===== config.mk =====
export PLATFORM = sky130hd
export DESIGN_NAME = tour_cmd_seq
export DESIGN_NICKNAME = d
export VERILOG_FILES = /design/src/rtl/tour_cmd_seq.sv
export SDC_FILE = /design/constraint.sdc
export NUM_CORES = 1
export LEC_CHECK = 0
export BUFFER_PORTS_ARGS = -buffer_cell sky130_fd_sc_hd__buf_2
export CORE_MARGIN = 1
export CORE_UTILIZATION = 35
export CTS_CLUSTER_SIZE = 12
export DETAILED_ROUTE_END_ITERATION = 6
export GPL_ROUTABILITY_DRIVEN = 0
export SETUP_SLACK_MARGIN = 0.02
export SLEW_MARGIN = 20
export SYNTH_ARGS = -nofsm -noshare
export SYNTH_HDL_FRONTEND = slang
export SYNTH_SLANG_ARGS = --single-unit

===== constraint.sdc =====
create_clock -name clk -period 4.05 [get_ports clk]
set_input_delay 0.2025 -clock clk [delete_from_list [all_inputs] [get_ports clk]]
set_output_delay 0.2025 -clock clk [all_outputs]
set_load 0.005 [all_outputs]

===== src/rtl/tour_cmd_seq.sv =====
// Knight's-tour command sequencer: turns each one-hot knight move into two
// leg commands and owns the command path (usurp) while a tour is running.
module tour_cmd_seq #(
  parameter int NUM_MOVES   = 24,
  parameter int IDX_W       = $clog2(NUM_MOVES),
  parameter bit HORIZ_FIRST = 1'b0
) (
  input  logic             clk,
  input  logic             rst_n,
  input  logic             start_tour,
  input  logic [7:0]       move,
  output logic [IDX_W-1:0] mv_indx,
  input  logic [15:0]      cmd_UART,
  input  logic             cmd_rdy_UART,
  input  logic             clr_cmd_rdy,
  output logic             clr_cmd_rdy_UART,
  input  logic             send_resp,
  output logic [15:0]      cmd,
  output logic             cmd_rdy,
  output logic             usurp,
  output logic [7:0]       resp,
  output logic             err,
  output logic [2:0]       dbg_state
);

  typedef enum logic [2:0] {
    IDLE  = 3'd0,
    LEG1  = 3'd1,
    WAIT1 = 3'd2,
    LEG2  = 3'd3,
    WAIT2 = 3'd4
  } state_t;

  localparam logic [IDX_W-1:0] LAST_IDX = IDX_W'(NUM_MOVES - 1);
  localparam logic [3:0]       OP_MOVE  = 4'b0010;
  localparam logic [3:0]       OP_FANF  = 4'b0011;

  state_t           r_state;
  state_t           w_next_state;
  logic [IDX_W-1:0] r_mv_indx;
  logic             r_err;
  logic [7:0]       r_move;
  logic [15:0]      r_leg_cmd;

  logic w_move_ok;
  logic w_load_first;
  logic w_load_second;
  logic w_set_err;
  logic w_clr_err;
  logic w_idx_clr;
  logic w_idx_inc;
  logic w_usurp;

  // Leg command for one axis of a move: {opcode, heading, |delta|}.
  function automatic logic [15:0] leg_cmd(input logic [7:0] mv,
                                          input logic       horiz,
                                          input logic [3:0] op);
    logic dx_neg;
    logic dx_two;
    logic dy_neg;
    logic dy_two;
    dx_neg = mv[1] | mv[2] | mv[3] | mv[4];
    dx_two = mv[2] | mv[3] | mv[6] | mv[7];
    dy_neg = mv[3] | mv[4] | mv[5] | mv[6];
    dy_two = mv[0] | mv[1] | mv[4] | mv[5];
    if (horiz)
      leg_cmd = {op, (dx_neg ? 8'h3F : 8'hBF), (dx_two ? 4'd2 : 4'd1)};
    else
      leg_cmd = {op, (dy_neg ? 8'h7F : 8'h00), (dy_two ? 4'd2 : 4'd1)};
  endfunction

  assign w_move_ok = (move != 8'h00) && ((move & (move - 8'd1)) == 8'h00);

  // Handshake: a leg is offered with cmd_rdy=1 in LEGn and is retired by
  // clr_cmd_rdy; the move is finished by send_resp in WAITn. Events outside
  // their own state are dropped, so a coincident clr/send_resp only acts on
  // the one matching the current state. The move input is sampled on the edge
  // that enters LEG1 and must already describe the move about to be executed.
  always_comb begin
    w_next_state  = r_state;
    w_load_first  = 1'b0;
    w_load_second = 1'b0;
    w_set_err     = 1'b0;
    w_clr_err     = 1'b0;
    w_idx_clr     = 1'b0;
    w_idx_inc     = 1'b0;
    case (r_state)
      IDLE: begin
        if (start_tour) begin
          w_clr_err = 1'b1;
          w_idx_clr = 1'b1;
          if (w_move_ok) begin
            w_next_state = LEG1;
            w_load_first = 1'b1;
          end else begin
            w_set_err = 1'b1;
          end
        end
      end
      LEG1:  if (clr_cmd_rdy) w_next_state = WAIT1;
      WAIT1: begin
        if (send_resp) begin
          w_next_state  = LEG2;
          w_load_second = 1'b1;
        end
      end
      LEG2:  if (clr_cmd_rdy) w_next_state = WAIT2;
      WAIT2: begin
        if (send_resp) begin
          if (r_mv_indx == LAST_IDX) begin
            w_next_state = IDLE;
          end else begin
            w_idx_inc = 1'b1;
            if (w_move_ok) begin
              w_next_state = LEG1;
              w_load_first = 1'b1;
            end else begin
              w_next_state = IDLE;
              w_set_err    = 1'b1;
            end
          end
        end
      end
      default: w_next_state = IDLE;
    endcase
  end

  always_ff @(posedge clk or negedge rst_n) begin
    if (!rst_n) begin
      r_state   <= IDLE;
      r_mv_indx <= '0;
      r_err     <= 1'b0;
      r_move    <= 8'h00;
      r_leg_cmd <= 16'h0000;
    end else begin
      r_state <= w_next_state;
      if (w_idx_clr)
        r_mv_indx <= '0;
      else if (w_idx_inc)
        r_mv_indx <= r_mv_indx + 1'b1;
      if (w_set_err)
        r_err <= 1'b1;
      else if (w_clr_err)
        r_err <= 1'b0;
      if (w_load_first) begin
        r_move    <= move;
        r_leg_cmd <= leg_cmd(move, HORIZ_FIRST, OP_MOVE);
      end else if (w_load_second) begin
        r_leg_cmd <= leg_cmd(r_move, !HORIZ_FIRST, OP_FANF);
      end
    end
  end

  assign w_usurp = (r_state != IDLE);

  always_comb begin
    usurp            = w_usurp;
    mv_indx          = r_mv_indx;
    err              = r_err;
    dbg_state        = r_state;
    cmd              = cmd_UART;
    cmd_rdy          = cmd_rdy_UART;
    clr_cmd_rdy_UART = clr_cmd_rdy;
    resp             = r_err ? 8'hEE : 8'hA5;
    if (w_usurp) begin
      cmd              = r_leg_cmd;
      cmd_rdy          = (r_state == LEG1) || (r_state == LEG2);
      clr_cmd_rdy_UART = 1'b0;
      resp             = 8'h5A;
    end
  end

endmodule


==> results.py <==
metrics = {
    "worst_setup_path": {
        "crit_arrival_ps": 2530,
        "crit_end": "r_move[3]",
        "endpoint_kind": "register",
        "r2r_slack_ps": 1700,
        "worst_r2r_endpoint": "r_move[3]",
        "crit_path_max_fanout": 14,
        "critical_path.startpoint": "mv_indx[0]",
        "crit_type": "reg2reg",
        "ff2ff_path_depth": 6,
        "r2r-start": "mv_indx[0]",
        "startpoint_type": "register",
        "critPathRequiredTime_ps": 4240,
    },
    "power_and_ir_drop": {
        "powerDensity_nw_per_um2": 569,
        "internal_power_w": 0.000573,
        "combPwrFrac_pct": 55.8,
        "leakagePower_nw": 0.862,
        "power.total_w": 0.000926,
        "p_switching_w": 0.000353,
        "pwr-share-seq_pct": 34.1,
        "clock_power_share_pct": 10.1,
        "worst_ir_drop_vdd_uv": 217,
        "netSwitchingFraction_pct": 38.1,
    },
    "clocking": {
        "cts_sinks": 22,
        "clk_path_buf_depth": 2,
        "cts_htree_levels": 1,
        "cts_tree": "built",
        "worstSkewPairLatency_ps": 290,
        "root_buffer": "clkbuf_4",
        "cts_buffers": 3,
        "clk_pin_slew_ps": 110,
        "cts_resized": 0,
    },
    "floorplanning": {
        "coreArea_um2": 3420,
        "dieArea_um2": 3910,
        "die_height_um": 62.6,
        "io_pins": 66,
        "fp.dieW_um": 62.6,
        "start_util_pct": 37.6,
        "rows": 21,
    },
    "synthesis": {
        "async_flop_share_pct": 100,
        "ys_types": 39,
        "ys_seq_area_share_pct": 42.9,
        "synth_edf_count": 0,
        "ys_warn_count": 0,
        "avgSynthCellArea_um2": 10.1,
        "syn_inst": 127,
        "synth_area_um2": 1280,
        "ys.flop_type": "dfrtp_1",
        "ys_ff_latch": 22,
        "synth.net_count": 158,
    },
    "outcome": {
        "status": "completed",
    },
    "worst_hold_path": {
        "hold_class": "in2reg",
        "worstHoldStart": "send_resp",
    },
    "routing": {
        "drtIter0Drc": 24,
        "drtPass1Iterations": 4,
        "wirelength_mm": 2.83,
        "remaining_drc_errors": 0,
        "avgViaCountPerCell": 4.89,
        "wl_per_cell_um": 12.2,
        "drt.antenna.violating_nets": 0,
        "vias": 1129,
    },
    "flow_run": {
        "maxCapViolCount": 0,
    },
    "final_layout": {
        "fillerInstances": 338,
        "final_util_pct": 47.6,
        "final_layout_size_suffix_gt1_share_pct": 45.4,
        "num-nets-final": 218,
        "antenna_cells": 0,
        "syn_to_final_growth_pct": 26.7,
    },
    "timing": {
        "fin_tns_setup_ps": 0,
        "slew_violations": 0,
        "hold_viol": 0,
        "post-route-min-period_ps": 2350,
        "fin_skew_ps": 7.53,
        "max_slew_margin_pct": 42.2,
        "rsz0062_at_grt": "no",
        "clock.fmax_ghz": 0.426,
        "setup_viol": 0,
        "finalCritPeriodShare_pct": 57.9,
        "worst_pin_slew_ps": 855,
    },
    "global_route": {
        "track_usage_pct": 15.8,
        "grt_pass1_wl_mm": 5.07,
        "grt_antenna_before_repair": 0,
        "grt_pass1_vias": 1100,
        "grt-ovfl-total": 0,
        "grt_max_degree": 23,
    },
    "placed_design": {
        "dp_hpwl_mm": 2.23,
        "port_buffers": 65,
    },
}
-- final cells by class --
class	count	area [um^2]	share of cell area, %
Tap cell	46	57.6	3.54
Timing Repair Buffer	67	343	21.1
Sequential cell	22	551	33.8
Clock buffer	3	22.5	1.38
Inverter	4	15.0	0.923
Multi-Input combinational cell	89	638	39.2
-- synthesized netlist by cell type, types with 2 or more instances --
library cell | number | area [um^2]
mux2_2 | 10 | 113
and2_1 | 7 | 43.8
a22oi_1 | 2 | 15.0
mux2i_1 | 4 | 40.0
nor2_1 | 13 | 48.8
xnor2_1 | 2 | 17.5
buf_4 | 7 | 52.6
nand2_1 | 9 | 33.8
inv_1 | 4 | 15.0
xor2_1 | 4 | 35.0
nand4_1 | 2 | 12.5
mux2_4 | 2 | 30.0
clkbuf_1 | 2 | 7.51
a21oi_1 | 2 | 10.0
nor4_1 | 5 | 31.3
o22ai_1 | 3 | 18.8
a21o_1 | 6 | 45.0
dfrtp_1 | 22 | 551
-- state kept, by name (all words and copies together) (netlist names) --
register   flops
err            1
mv_indx        5
dbg_state      3
r_move         6
r_leg_cmd      7
-- stage by stage --
stage / instances / area (um^2) / hold slack (ps) / setup WS (ps)
5_1_grt: 231 / 1630 / 106 / 1580
3_5_place_dp: 227 / 1590 / 196 / 1730
4_1_cts: 231 / 1630 / 113 / 1700
6_report: 231 / 1630 / 125 / 1700
3_3_place_gp: 227 / 1590 / 194 / 1800
2_1_floorplan: 127 / 1280 / -93.1 / 1940
-- worst min-delay path by stage --
stage	end	slack, ps	cells past startpoint
6_report	dbg_state[2]	130	2
5_1_grt	dbg_state[2]	110	2
4_1_cts	dbg_state[2]	110	2
3_5_place_dp	r_move[1]	200	1
3_3_place_gp	r_move[1]	190	1
2_1_floorplan	dbg_state[0]	-90	0
-- repair_timing --
| item | in CTS | in global routing |
|---|---|---|
| hold buffers | 1 | 0 |
| setup buffers | 0 | 0 |
| hold endpoints to repair | 22 | 0 |
-- critical path, cell delays in order (launching register included) --
cell and delay [ps]:
dfrtp_1 430, ha_1 240, nand4b_1 90, and4_1 360, nor2_2 80, or3_1 640
mux2_4 390
-- metal layers --
| layer | track usage [%] | vias to the layer above | wire (um) |
|---|---|---|---|
| li1 | - | 559 | - |
| met1 | 19.9 | 524 | 1270 |
| met2 | 27.4 | 44 | 1370 |
| met3 | 3.10 | 2 | 165 |
| met4 | 4.36 | 0 | 21 |
| met5 | 0 | - | 0 |
-- cell families after synthesis --
logic type / synth area share (%)
buffers and inverters: 7.41
adder cells (fa/ha/maj): 0.975
XOR/XNOR: 4.09
AO/OA/AOI/OAI: 10.4
flip-flops: 42.9
multiplexers: 14.2
AND/OR/NAND/NOR: 20.0
-- cells in the final DEF (no fill, tap or decap), types with 3 or more instances in the layout --
cell type  netlist  layout
xor2_1           4       4
mux2_2          10      10
o22ai_1          3       3
buf_2            1      65
nand2_1          9       9
dfrtp_1         22      22
nor4_1           5       5
inv_1            4       4
mux2i_1          4       4
nor2_1          13      13
a21o_1           6       6
clkbuf_4         0       3
and2_1           7       7
-- power by group through the flow --
stage | logic [W] | registers [W] | clock network, W
after floorplan | 0.000347 | 0.000308 | 0
after global placement | 0.000518 | 0.000316 | 0
after detailed placement | 0.000524 | 0.000320 | 0
after CTS | 0.000527 | 0.000316 | 0.0000995
after global routing | 0.000576 | 0.000322 | 0.000113
final | 0.000516 | 0.000316 | 0.0000939
No activity file was read; power rests on OpenSTA's default activity.
